[config.mk]
export PLATFORM = sky130hd
export DESIGN_NAME = spm_seq_driver
export DESIGN_NICKNAME = d
export VERILOG_FILES = /design/src/rtl/spm_seq_pkg.sv /design/src/rtl/spm_seq_sipo.sv /design/src/rtl/spm_seq_driver.sv
export SDC_FILE = /design/constraint.sdc
export NUM_CORES = 1
export LEC_CHECK = 0
export BUFFER_PORTS_ARGS = -buffer_cell sky130_fd_sc_hd__buf_2
export CORE_UTILIZATION = 30
export DETAILED_ROUTE_END_ITERATION = 10
export GPL_TIMING_DRIVEN = 0
export SLEW_MARGIN = 20
export SYNTH_ARGS = -nofsm -noshare
export SYNTH_HDL_FRONTEND = slang
export SYNTH_SLANG_ARGS = --single-unit
[constraint.sdc]
create_clock -name clk -period 6.6 [get_ports clk]
set_clock_uncertainty 0.05 [all_clocks]
set_input_delay 0 -clock clk [delete_from_list [all_inputs] [get_ports clk]]
set_output_delay 0 -clock clk [all_outputs]
set_load 0.03 [all_outputs]
[src/rtl/spm_seq_pkg.sv]
// Shared types and sizing helpers for the spm operand driver / product collector.
package spm_seq_pkg;

  typedef enum logic [2:0] {
    IDLE,
    CLR,
    SHIFT,
    DRAIN,
    DONE
  } state_e;

  // Counter spans SHIFT and DRAIN back to back, so it must reach 2*WIDTH+P_LAT.
  function automatic int cnt_w(input int width, input int p_lat);
    return $clog2(2 * width + p_lat + 1);
  endfunction

  function automatic int prod_w(input int width);
    return 2 * width;
  endfunction

endpackage

[src/rtl/spm_seq_sipo.sv]
// Serial-in parallel-out capture register: LSB-first stream enters at the MSB and
// shifts right, so after N captures the first bit sits at data_o[0].
module spm_seq_sipo #(
  parameter int N = 64
) (
  input  logic         clk,
  input  logic         rst,
  input  logic         clr_i,
  input  logic         en_i,
  input  logic         bit_i,
  output logic [N-1:0] data_o,
  output logic         last_o
);

  localparam int CW = $clog2(N + 1);

  logic [N-1:0]  data_q;
  logic [CW-1:0] cnt_q;

  always_ff @(posedge clk or posedge rst) begin
    if (rst) begin
      data_q <= '0;
      cnt_q  <= '0;
    end else if (clr_i) begin
      cnt_q  <= '0;
    end else if (en_i) begin
      data_q <= {bit_i, data_q[N-1:1]};
      cnt_q  <= cnt_q + 1'b1;
    end
  end

  // High on the capture that completes the word.
  assign last_o = en_i && (cnt_q == CW'(N - 1));
  assign data_o = data_q;

endmodule

[src/rtl/spm_seq_driver.sv]
// Operand driver / product collector for the serial-parallel multiplier core.
// Optional self-check against a behavioural product: define SPM_SEQ_DRIVER_CHECK_EN.
module spm_seq_driver
  import spm_seq_pkg::*;
#(
  parameter int WIDTH = 32,
  parameter int P_LAT = 1
) (
  input  logic                 clk,
  input  logic                 rst,
  input  logic                 in_valid,
  output logic                 in_ready,
  input  logic [WIDTH-1:0]     in_x,
  input  logic [WIDTH-1:0]     in_y,
  output logic                 spm_rst,
  output logic [WIDTH-1:0]     spm_x,
  output logic                 spm_y,
  input  logic                 spm_p,
  output logic                 out_valid,
  input  logic                 out_ready,
  output logic [2*WIDTH-1:0]   out_p
`ifdef SPM_SEQ_DRIVER_CHECK_EN
  ,
  output logic                 chk_err
`endif
);

  localparam int CNT_W  = cnt_w(WIDTH, P_LAT);
  localparam int PROD_W = prod_w(WIDTH);

  state_e           state_q, state_d;
  logic [CNT_W-1:0] cnt_q, cnt_d;
  logic [WIDTH-1:0] y_sr_q, y_sr_d;
  logic [WIDTH-1:0] spm_x_q, spm_x_d;
  logic             spm_y_q, spm_y_d;
  logic             spm_rst_q, spm_rst_d;

  logic             accept;
  logic             cap_en;
  logic             cap_last;

  assign accept = in_valid && (state_q == IDLE);
  // Product bits lag the y stream by P_LAT cycles; the shared counter covers both phases.
  assign cap_en = ((state_q == SHIFT) || (state_q == DRAIN)) && (cnt_q >= CNT_W'(P_LAT));

  always_comb begin
    state_d = state_q;
    cnt_d   = cnt_q;
    y_sr_d  = y_sr_q;
    spm_x_d = spm_x_q;
    spm_y_d = 1'b0;
    unique case (state_q)
      IDLE: begin
        if (accept) begin
          spm_x_d = in_x;
          y_sr_d  = in_y;
          state_d = CLR;
        end
      end
      CLR: begin
        cnt_d   = '0;
        spm_y_d = y_sr_q[0];
        y_sr_d  = {y_sr_q[WIDTH-1], y_sr_q[WIDTH-1:1]};
        state_d = SHIFT;
      end
      SHIFT: begin
        cnt_d = cnt_q + 1'b1;
        if (cap_last) begin
          state_d = DONE;
        end else if (cnt_q == CNT_W'(2 * WIDTH - 1)) begin
          state_d = DRAIN;
        end else begin
          // Arithmetic fill: the upper WIDTH cycles repeat the sign bit.
          spm_y_d = y_sr_q[0];
          y_sr_d  = {y_sr_q[WIDTH-1], y_sr_q[WIDTH-1:1]};
        end
      end
      DRAIN: begin
        cnt_d = cnt_q + 1'b1;
        if (cap_last) state_d = DONE;
      end
      DONE: begin
        if (out_ready) state_d = IDLE;
      end
      default: state_d = IDLE;
    endcase
    spm_rst_d = (state_d == CLR);
  end

  always_ff @(posedge clk or posedge rst) begin
    if (rst) begin
      state_q   <= IDLE;
      cnt_q     <= '0;
      y_sr_q    <= '0;
      spm_x_q   <= '0;
      spm_y_q   <= 1'b0;
      spm_rst_q <= 1'b1;
    end else begin
      state_q   <= state_d;
      cnt_q     <= cnt_d;
      y_sr_q    <= y_sr_d;
      spm_x_q   <= spm_x_d;
      spm_y_q   <= spm_y_d;
      spm_rst_q <= spm_rst_d;
    end
  end

  spm_seq_sipo #(.N(PROD_W)) u_sipo (
    .clk    (clk),
    .rst    (rst),
    .clr_i  (state_q == CLR),
    .en_i   (cap_en),
    .bit_i  (spm_p),
    .data_o (out_p),
    .last_o (cap_last)
  );

  assign in_ready  = (state_q == IDLE);
  assign out_valid = (state_q == DONE);
  assign spm_x     = spm_x_q;
  assign spm_y     = spm_y_q;
  assign spm_rst   = spm_rst_q;

`ifdef SPM_SEQ_DRIVER_CHECK_EN
  logic [PROD_W-1:0] ref_q;
  logic              chk_err_q;
  logic              mismatch;

  assign mismatch = (state_q == DONE) && (out_p != ref_q);
  // Flag is visible in the very DONE cycle that mismatches, then held sticky.
  assign chk_err  = chk_err_q || mismatch;

  always_ff @(posedge clk or posedge rst) begin
    if (rst) begin
      ref_q     <= '0;
      chk_err_q <= 1'b0;
    end else begin
      if (accept)
        ref_q <= PROD_W'($signed({{WIDTH{in_x[WIDTH-1]}}, in_x}) *
                         $signed({{WIDTH{in_y[WIDTH-1]}}, in_y}));
      if (mismatch) chk_err_q <= 1'b1;
    end
  end

`ifndef SYNTHESIS
  always_ff @(posedge clk) begin
    if (!rst && state_q == DONE)
      assert (out_p == ref_q) else $error("spm_seq_driver: product mismatch");
  end
`endif
`endif

endmodule
==> results by group <==
Clock tree
  • Clock Tree Buf Depth: 2
  • H-Tree Depth: 4
  • Worst skew pair latency: 0.41 ns
  • CTS tree: done
  • CTS clk-pin slew, worst paths: 0.06 ns
  • Clock sink count: 147
  • Resized cells post-CTS: 0
  • Root buf cell: clkbuf_16
  • Num CTS Buffers: 17

Synth
  • Synth area leader: dfrtp_1
  • Top-area cell type share of the netlist area: 59.49%
  • Most used DFF post-synth: dfrtp_1
  • Post-synthesis cell area: 0.006141 mm^2
  • Syn avg cell area: 14.94 um^2
  • Seq/Total Area, Yosys: 59.92%
  • Yosys warns: 0
  • Most area-consuming cells after synthesis: dfrtp_1 59%, mux2_2 28%, mux2_1 2.2%
  • Number of synthesized flops with an enable pin: 0
  • Netlist cell types: 34
  • Post-Syn Nets: 483
  • Commonest cells in the netlist: 150 x mux2_2, 146 x dfrtp_1, 12 x buf_2, 12 x mux2_1, 12 x nor2_1
  • #FFs+latches synth: 147
  • Count leader, synth: mux2_2
  • Post-Synthesis Cells: 411
  • Synth async-reset ratio: 100.0%

Setup path
  • Critical path arrival: 2.89 ns
  • Crit path capture type: flip-flop
  • Worst reg2reg path depth: 7
  • Critical-path top delay cell: a21oi_1
  • Cell chain of the critical path: inv_1 > ha_1 > nor4_4 > a21oi_1 > buf_2 > buf_2 > mux2_2
  • CP startpoint kind: flip-flop
  • Crit-path most repeated cell: buf_2
  • Reg2reg setup slack: 3.95 ns
  • Critical Path Sink: u_sipo.data_o[3]
  • Required @ worst endpoint: 6.85 ns
  • Classification of the worst setup path: flip-flop to flip-flop
  • Launching point of the worst reg2reg path: cnt_q[1]
  • Max incr delay on CP: 0.63 ns
  • Crit path from: cnt_q[1]
  • CP max FO: 10
  • RR Endpoint: u_sipo.data_o[3]

Global route
  • Overall routing resource usage: 12.96%
  • Vias in the first global route: 4518
  • Initial antenna violation count: 0
  • Met3 Track Usage GR: 4.340%
  • Global-route met1 utilization: 15.57%
  • Remaining global-route overflow: 0
  • Most Used Layer, Global Route: met2
  • Grt met2 use: 21.85%
  • Largest net degree at the start of global routing: 97
  • First-pass GRT wire length: 22.03 mm

Power and ir drop
  • Pwr/cell area: 540.9 mW/mm^2
  • Leakage power: 4.123 nW
  • VDD IR max: 0.0002564 V

STA
  • Fin Setup TNS: 0 ns
  • Unrepaired setup endpoints after global routing: no
  • Endpoints failing hold: 0
  • Max-slew violation count: 0
  • Final setup fails: 0
  • Max Fclk: 377.6 MHz
  • Fin crit share: 40.12%
  • Worst slew pin tran: 0.7880 ns
  • Min Clock Period, post-route: 2.648 ns
  • Relative slew slack: 47.47%

Layout
  • Multi-input gate area: 0.002322 mm^2
  • Layout cells sized above 1: 54.93%
  • Final net count: 738
  • Layout area overhead: 40.24%
  • Inserted Diodes: 0
  • Fill count: 1834
  • Storage cell area: 0.003680 mm^2
  • Post-route cell area: 0.008612 mm^2

Route
  • Routed WL: 13.06 mm
  • DR vias/cell: 4.429
  • Drt first-iter violations: 126
  • Vias: 4181
  • DRC: 0
  • ANT nets after route: 0
  • Drt pass-1 iters: 4
  • WL/cell: 13.84 um

Floorplan
  • Top-Level Pins: 169
  • Die height: 145.1 um
  • Die area: 0.02105 mm^2
  • Placeable Area: 0.01978 mm^2
  • Std cell rows: 51
  • Die Width: 145.1 um
  • Starting Density: 31.04%

Place
  • GPL Wtd Cong: 0.8185
  • Number of buffers added on ports: 168
  • Hpwl dp: 8.864 mm
  • Placed Area: 0.007348 mm^2

Status
  • Outcome: finished clean

Min path
  • Hold Path Class: primary input to asynchronous set/reset pin

Flow run
  • Max Cap Violations: 0
power by group:
group	switching [mW]	internal (mW)
sequential	0.250	1.31
combinational	1.13	1.01
clock	0.390	0.573
registers in the layout (all words and copies together), names as in the netlist:
name,flops
cnt_q,7
spm_rst,1
spm_x,32
spm_y,1
state_q,3
u_sipo.cnt_q,7
u_sipo.data_o,64
y_sr_q,32
stage by stage:
step | utilization [%] | hold slack, ns | cells | power, mW | setup WS [ns]
6_report | 43.54 | 0.09014 | 944 | 4.659 | 3.952
5_1_grt | 43.54 | 0.1169 | 944 | 4.975 | 3.610
4_1_cts | 43.54 | 0.07283 | 944 | 4.734 | 3.757
3_5_place_dp | 37.15 | -0.01842 | 845 | 3.715 | 3.783
3_3_place_gp | 36.97 | 0.1835 | 844 | 3.628 | 1.160
2_1_floorplan | - | 0.1016 | 411 | 3.178 | 2.600
layout make-up:
class	count	area share (%)
clock inverters	14	1.787
inverters	7	0.3923
plain buffers	20	1.308
multi-input cells	237	26.97
repair buffers	236	17.87
well taps	265	3.850
flip-flops and latches	147	42.73
clock buffers	18	5.100
routing by layer:
layer,up-vias,share of wire (%)
li1,1983,-
met1,2073,44
met2,113,49
met3,12,5.5
met4,0,1.1
met5,-,0
critical path: cells and delay by family, from the launching register on:
kind	cells	cell delay [ns]
buf+inv	3	0.79
simple gates	1	0.08
fa+ha+maj	1	0.18
mux	1	0.36
compound gates	1	0.63
flops	1	0.45
worst min path at each step:
stage                   from           endpoint
finish                   rst  u_sipo.data_o[26]
global route             rst  u_sipo.data_o[26]
CTS                      rst  u_sipo.data_o[27]
detailed placement       rst  u_sipo.data_o[63]
global placement       spm_p  u_sipo.data_o[63]
floorplan           in_x[28]          spm_x[28]
logic make-up after synthesis:
| kind of cell | after synthesis | synth area share (%) |
|---|---|---|
| buffers and inverters | 27 | 2.262 |
| xor gates and xnor gates | 4 | 0.5704 |
| DFF | 147 | 59.92 |
| and+or+nand+nor | 39 | 3.423 |
| AOI/OAI and AO/OA | 27 | 3.179 |
| adders and majority gates | 3 | 0.6113 |
| muxes | 164 | 30.03 |
cell usage in the layout (no fill, tap or decap), types with 2 or more instances in the layout:
cell and instances:
inv_1 6, nand2b_1 3, inv_8 3, buf_2 180, nor3_1 2, inv_6 2
mux2_1 12, nor4_4 2, o21ai_0 8, a21oi_1 2, a211oi_1 3, bufinv_16 2
dfrtp_1 146, clkinv_2 4, dlygate4sd3_1 67, buf_6 3, mux2_2 150, xnor2_1 4
nand2_1 11, clkbuf_16 17, clkbuf_1 4, nor2_1 12, mux2i_1 2, clkinv_4 3
a2111oi_0 2, and2_1 2, o31ai_1 2, ha_1 3, nand3_1 4, a22o_1 4
what timing repair did:
item                      4_1_cts  5_1_grt
buffers inserted                0        0
hold endpoints to repair      184        0
hold buffers                   67        0
(Power assumes the default switching activity.)
